### config.mk
export PLATFORM = sky130hd
export DESIGN_NAME = switch_press_conditioner
export DESIGN_NICKNAME = d
export VERILOG_FILES = /design/src/rtl/switch_press_conditioner.sv
export SDC_FILE = /design/constraint.sdc
export NUM_CORES = 1
export LEC_CHECK = 0
export BUFFER_PORTS_ARGS = -buffer_cell sky130_fd_sc_hd__buf_2
export CAP_MARGIN = 20
export CELL_PAD_IN_SITES_DETAIL_PLACEMENT = 1
export CELL_PAD_IN_SITES_GLOBAL_PLACEMENT = 1
export CORE_ASPECT_RATIO = 0.75
export CORE_MARGIN = 2
export CORE_UTILIZATION = 49
export CTS_BUF_LIST = sky130_fd_sc_hd__clkbuf_8 sky130_fd_sc_hd__clkbuf_16
export CTS_CLUSTER_DIAMETER = 100
export DETAILED_ROUTE_END_ITERATION = 6
export PLACE_DENSITY = 0.81
export SYNTH_ARGS = -nofsm -noshare
export SYNTH_HDL_FRONTEND = slang
export SYNTH_SLANG_ARGS = --single-unit
### constraint.sdc
create_clock -name i_Clk -period 3.15 [get_ports i_Clk]
set_input_delay 0.4725 -clock i_Clk [delete_from_list [all_inputs] [get_ports i_Clk]]
set_output_delay 0.4725 -clock i_Clk [all_outputs]
set_load 0.05 [all_outputs]
### src/rtl/switch_press_conditioner.sv
// Push-button conditioner for the display counter stage.
// This block synchronises the raw button, then debounces it. It produces
// one-cycle press and release pulses and an auto-repeat pulse train while the
// button stays held. o_Step merges press and repeat so the counter can use it
// directly as an increment enable.
module switch_press_conditioner #(
    parameter int DEBOUNCE_LIMIT = 250000,
    parameter int HOLD_LIMIT     = 12500000,
    parameter int REPEAT_LIMIT   = 5000000
) (
    input  logic i_Clk,
    input  logic i_Rst,
    input  logic i_Switch,
    output logic o_Switch,
    output logic o_Press,
    output logic o_Release,
    output logic o_Repeat,
    output logic o_Step
);

    localparam int DEB_W    = $clog2(DEBOUNCE_LIMIT);
    localparam int HOLD_MAX = (HOLD_LIMIT > REPEAT_LIMIT) ? HOLD_LIMIT : REPEAT_LIMIT;
    localparam int HOLD_W   = $clog2(HOLD_MAX);

    localparam logic [DEB_W-1:0]  DEB_LAST    = DEB_W'(DEBOUNCE_LIMIT - 1);
    localparam logic [HOLD_W-1:0] HOLD_LAST   = HOLD_W'(HOLD_LIMIT - 1);
    localparam logic [HOLD_W-1:0] REPEAT_LAST = HOLD_W'(REPEAT_LIMIT - 1);

    typedef enum logic [1:0] {
        S_IDLE   = 2'd0,
        S_HOLD   = 2'd1,
        S_REPEAT = 2'd2
    } state_t;

    logic              r_Sync_Meta;
    logic              r_Sync;
    logic [DEB_W-1:0]  r_Deb_Cnt;
    state_t            r_State;
    state_t            w_Next_State;
    logic [HOLD_W-1:0] r_Hold_Cnt;
    logic [HOLD_W-1:0] w_Next_Hold_Cnt;
    logic              w_Accept;
    logic              w_Rise;
    logic              w_Fall;
    logic              w_Repeat_Due;

    // The debounced level flips on the last cycle of a long enough disagreement.
    assign w_Accept = (r_Sync != o_Switch) && (r_Deb_Cnt == DEB_LAST);
    assign w_Rise   = w_Accept & r_Sync;
    assign w_Fall   = w_Accept & ~r_Sync;

    // Two-flop synchroniser for the asynchronous button input
    always_ff @(posedge i_Clk) begin
        if (i_Rst) begin
            r_Sync_Meta <= 1'b0;
            r_Sync      <= 1'b0;
        end else begin
            r_Sync_Meta <= i_Switch;
            r_Sync      <= r_Sync_Meta;
        end
    end

    // Debounce: accept the synced level only after it has disagreed long enough
    always_ff @(posedge i_Clk) begin
        if (i_Rst) begin
            r_Deb_Cnt <= '0;
            o_Switch  <= 1'b0;
        end else if (r_Sync != o_Switch) begin
            if (r_Deb_Cnt == DEB_LAST) begin
                o_Switch  <= r_Sync;
                r_Deb_Cnt <= '0;
            end else begin
                r_Deb_Cnt <= r_Deb_Cnt + DEB_W'(1);
            end
        end else begin
            r_Deb_Cnt <= '0;
        end
    end

    // Registered event pulses, aligned with the first cycle of the new level
    always_ff @(posedge i_Clk) begin
        if (i_Rst) begin
            o_Press   <= 1'b0;
            o_Release <= 1'b0;
            o_Repeat  <= 1'b0;
            o_Step    <= 1'b0;
        end else begin
            o_Press   <= w_Rise;
            o_Release <= w_Fall;
            o_Repeat  <= w_Repeat_Due;
            o_Step    <= w_Rise | w_Repeat_Due;
        end
    end

    // Hold/repeat FSM state and hold counter registers
    always_ff @(posedge i_Clk) begin
        if (i_Rst) begin
            r_State    <= S_IDLE;
            r_Hold_Cnt <= '0;
        end else begin
            r_State    <= w_Next_State;
            r_Hold_Cnt <= w_Next_Hold_Cnt;
        end
    end

    // Next-state logic: a release always wins over a repeat due in that cycle
    always_comb begin
        w_Next_State    = r_State;
        w_Next_Hold_Cnt = r_Hold_Cnt;
        w_Repeat_Due    = 1'b0;
        case (r_State)
            S_IDLE: begin
                w_Next_Hold_Cnt = '0;
                if (w_Rise) begin
                    w_Next_State = S_HOLD;
                end
            end
            S_HOLD: begin
                if (w_Fall) begin
                    w_Next_State    = S_IDLE;
                    w_Next_Hold_Cnt = '0;
                end else if (r_Hold_Cnt == HOLD_LAST) begin
                    w_Repeat_Due    = 1'b1;
                    w_Next_Hold_Cnt = '0;
                    w_Next_State    = S_REPEAT;
                end else begin
                    w_Next_Hold_Cnt = r_Hold_Cnt + HOLD_W'(1);
                end
            end
            S_REPEAT: begin
                if (w_Fall) begin
                    w_Next_State    = S_IDLE;
                    w_Next_Hold_Cnt = '0;
                end else if (r_Hold_Cnt == REPEAT_LAST) begin
                    w_Repeat_Due    = 1'b1;
                    w_Next_Hold_Cnt = '0;
                end else begin
                    w_Next_Hold_Cnt = r_Hold_Cnt + HOLD_W'(1);
                end
            end
            default: begin
                w_Next_State    = S_IDLE;
                w_Next_Hold_Cnt = '0;
            end
        endcase
    end

endmodule
* Word level (Yosys, flattened, before mapping)
Index checks and enable logic that the tools add are counted.
Storage, ports and cells: bits in read-only memories 0, bits of input ports 3, bits in latches 0, memories 0, word-level logic and storage cells 46, output and inout port bits 5, RAM bits 0, flip-flop bits (word level) 51
Cells by class: equal/unequal tests 9, reductions and logical operators 5, add/subtract/negate cells 2, shift operators 0, $mul 0, magnitude comparators 0, multiplexer cells 15, div/mod/pow operators 0, bitwise logic cells 5
Operators by type and width (number):
- 24-bit two-way mux | 4
- 24-bit case mux with 2 select lines | 1
- 24-bit by 1-bit adder with 24-bit output, second input constant | 1
- 24-bit by 23-bit equality test with 1-bit output, second input constant | 1
- 24-bit equality test, second input constant | 1
- 18-bit by 1-bit adder with 18-bit output, second input constant | 1
- 18-bit equality test, second input constant | 1
- 2-bit two-way mux | 4
- 2-bit case mux with 3 select lines | 1
- 1-bit two-way mux | 4
- 2-bit != test, second input constant | 2
- 3-bit != test, second input constant | 1
- 3-bit AND reduction | 1
- 3-bit OR reduction | 1
- 1-bit AND | 2
- 2-bit by 1-bit equality test with 1-bit output, second input constant | 1
- 2-bit equality test, second input constant | 1
- 2-bit zero test | 1
- 1-bit NOT | 2
- 1-bit case mux with 2 select lines | 1
- 2-bit AND reduction | 1
- 1-bit logical AND | 1
- 1-bit != test | 1
- 1-bit bitwise OR | 1

* Logic depth before layout (Yosys ltp)
word-level depth 6, mapped depth 7, depth with buffers taken out 6

* Worst setup path before layout
No wires, ideal clock.
path kind register -> register, from register r_Deb_Cnt[7], to register r_State[0], path slack 1263 ps, library setup time 122 ps, required time 3028 ps, period minus slack after synthesis 1887 ps, arrival 1765 ps, buffers on the path 0, cell stages (with the launch flop) 6, cell sequence dfxtp_1 > or4b_4 > nor4_4 > a31oi_2 > o211a_1 > a311o_1
On the way: cells in the longest elaborated chain, start to end 5, elaborated cells on any way between the ends 10, classes of those cells 4 x eq/ne; 2 x mux; 2 x bitwise; 2 x reduce/logical
RTL lines:
- start, declared | line 37 | logic [DEB_W-1:0] r_Deb_Cnt;
- start signal, assigned | line 73 | r_Deb_Cnt <= r_Deb_Cnt + DEB_W'(1);
- 18-bit equality test (*) | line 48 | assign w_Accept = (r_Sync != o_Switch) && (r_Deb_Cnt == DEB_LAST);
- 1-bit logical AND (*) | line 48
- 1-bit AND (on tied branches) | line 50, 49
- 3-bit != test (no source line) (tied with other cells)
- 3-bit AND reduction (no source line) / 2-bit case mux with 3 select lines (equally long branches)
- end signal, assigned | line 101 | r_State <= w_Next_State;
- end, declared | line 38 | state_t r_State;
Every way passes the cells marked *; elsewhere a longest branch is shown, timed or not. A chain may end at the register's enable or synchronous reset.

* Worst setup path after layout
from register r_Hold_Cnt[15], to register r_Hold_Cnt[9]
On the way: cells in the longest elaborated chain, start to end 4, elaborated cells on any way between the ends 7, classes of those cells 2 x eq/ne; 5 x mux
RTL lines:
- start, declared | line 40 | logic [HOLD_W-1:0] r_Hold_Cnt;
- start signal, assigned | line 102 | r_Hold_Cnt <= w_Next_Hold_Cnt;
- 24-bit by 23-bit equality test with 1-bit output / 24-bit equality test (equally long branches) | line 134, 122
- 24-bit two-way mux (on tied branches) | line 134, 122
- 24-bit two-way mux (on tied branches) | line 131, 119
- 24-bit case mux with 2 select lines (*) | line 111 | case (r_State)
Marks and branches as above.

==> reports/results.ini <==
[drt]
viasPerCell=5.45
routedWlPerCell_um=14.4
routed_wl_mm=4.78
drc_errors=0
drtIter0Drc=71
vias=1810
dr.pass1.iters=4
drtAntennaViolNets=0

[synthesis]
synth.yosys.seq_area_share_pct=44.4
syn_nets=269
synth_area_mm2=0.00230
synth-main-ff-cell=dfxtp_1
synth-edff-count=0
synthCells=261
synth_top_area_share_pct=44.4
yosysWarningCount=0
yosysTopAreaCell=dfxtp_1
synth.distinct_cells=42
synth_area_per_cell_um2=8.80
synthArstFlopShare_pct=0
synthTopCellsByArea=dfxtp_1, xor2_1, nor2_1, xnor2_1, nand4_1
ys_ff_latch=51

[grt]
grt_pass1_wl_mm=8.45
grt.overflow.total=0
grt_start_max_net_pins=25
antenna_found_initial=0
grt_use_total_pct=19.7
grt_pass1_vias=1842

[cts]
path_clk_slew_ns=0.10
cts_tree=done
post-cts-setup-buffers=0
root_buffer=clkbuf_8
cts_max_level=2
cts_hold_buffers=0
insertion_delay_ns=0.31
cts_buffer_depth=2
cts_resized=0
clkSinkCount=51
cts_buffers=5

[sta]
tightestPinTransition_ns=0.570
fin_crit_ns=2.15
fin_skew_ns=0.00967
fmax_mhz=466
finalSetupViolCount=0
final_max_slew_viol_count=0
max-slew-margin-rel_pct=61.7
finalHoldViolCount=0
timing.final.crit_share_pct=68.1
rsz0062_at_grt=no
tns_ns=0

[status]
outcome=finished, final reports clean

[placement]
dp_hpwl_mm=3.49
portBuffers=7
gp_congestion=0.771

[worst_setup_path]
regToRegSetupSlack_ns=1.00
cp.required_ns=3.35
path_max_fanout=24
critPathLaunchType=register
crit_arrival_ns=2.35
crit_type=register to register
cp-end-kind=register

[layout]
n_fill_cell=555
postLayoutCoreUtil_pct=56.0
antennaDiodeCount=0
final_cell_mix=nor2_1, dfxtp_1, xor2_1
nets=282
layout-drive-gt1-share_pct=9.09
area_delta_synth_final_pct=9.59
final_common_cell=nor2_1

[run]
maxCapViolations=0

[die]
dieArea_mm2=0.00526
core_area_mm2=0.00449
initial_core_util_pct=51.1
rows=21
die_h_um=63.3
fp.dieW_um=83.1
ios=8

[min_path]
worst_hold_path_type=primary input to register

[power]
leakage_nw=0.833
powerDensity_mw_per_mm2=447
max-vdd-ir-drop_uv=353

[stage by stage]
step	hold WS (ns)	area [um^2]	cells	total power [W]	setup WS, ns
6_report	0.366	2520	332	0.00112	1.00
5_1_grt	0.379	2520	332	0.00116	0.762
4_1_cts	0.362	2520	332	0.00114	0.998
3_5_place_dp	0.439	2400	324	0.000671	1.03
3_3_place_gp	0.416	2400	324	0.000671	1.11
2_1_floorplan	0.414	2300	261	0.000668	1.26
[metal layers]
layer / GRT usage [%] / part of all wire [%] / vias up
met5: 0 / 0 / -
met4: 7.79 / 1.2 / 0
met3: 4.06 / 2.4 / 5
met2: 29.0 / 43 / 17
met1: 28.1 / 53 / 870
li1: - / - / 918
[synthesized netlist by cell type, types with 2 or more instances]
cell      number
nor2b_1        2
and3_1         2
or4_1          3
nand4_1       14
nand3_1       15
nor3_1         6
dfxtp_1       51
nand2_1       20
nand2b_1       2
nor2_1        54
buf_4          2
nor4_1         7
a31oi_1        2
ha_1           5
xor2_1        26
xnor2_1       12
inv_1         13
[cell type report]
class,count,area (um^2),area share (%)
clock buffers,5,68.8,2.73
multi-input cells,193,1200,47.8
clock inverters,3,46.3,1.84
well taps,57,71.3,2.83
flip-flops and latches,51,1020,40.6
inverters,13,48.8,1.94
repair buffers,10,57.6,2.29
[registers in the layout, indices dropped and copies added, names as in the netlist]
| signal | flops |
|---|---|
| o_Repeat | 1 |
| o_Press | 1 |
| o_Step | 1 |
| o_Release | 1 |
| r_State | 2 |
| r_Sync_Meta | 1 |
| o_Switch | 1 |
| r_Deb_Cnt | 18 |
| r_Hold_Cnt | 24 |
| r_Sync | 1 |
[report_power, final]
part | internal [W] | leakage [nW] | switching [W]
logic | 0.00000301 | 0.368 | 0.00000636
clock network | 0.000239 | 0.0548 | 0.000229
registers | 0.000646 | 0.411 | 0.000000837
total | 0.000888 | 0.833 | 0.000236
[logic make-up (layout without fill, tap and decap cells)]
group           count (synthesis)  after routing  synth area share (%)
xor+xnor                       38             38                  14.5
simple gates                  136            136                  29.7
mux                             1              1                 0.436
fa+ha+maj                       5              5                  2.72
flops                          51             51                  44.4
compound gates                 13             13                  5.01
buf+inv                        17             31                  3.16
[worst max-delay path, cell delays in order (launching register included)]
cell      delay (ns)
dfxtp_1         0.43
or4b_1          0.47
nor4_1          0.32
a31oi_1         0.22
o211ai_2        0.20
buf_4           0.29
nor2_1          0.10
[final timing paths]
kind,start,endpoint,cells after the start
setup / recovery,r_Hold_Cnt[15],r_Hold_Cnt[9],6
hold / removal,i_Switch,r_Sync_Meta,2
hold reg to reg,r_Sync_Meta,r_Sync,1
setup reg to reg,r_Hold_Cnt[15],r_Hold_Cnt[9],6
No activity file was read; power rests on OpenSTA's default activity.
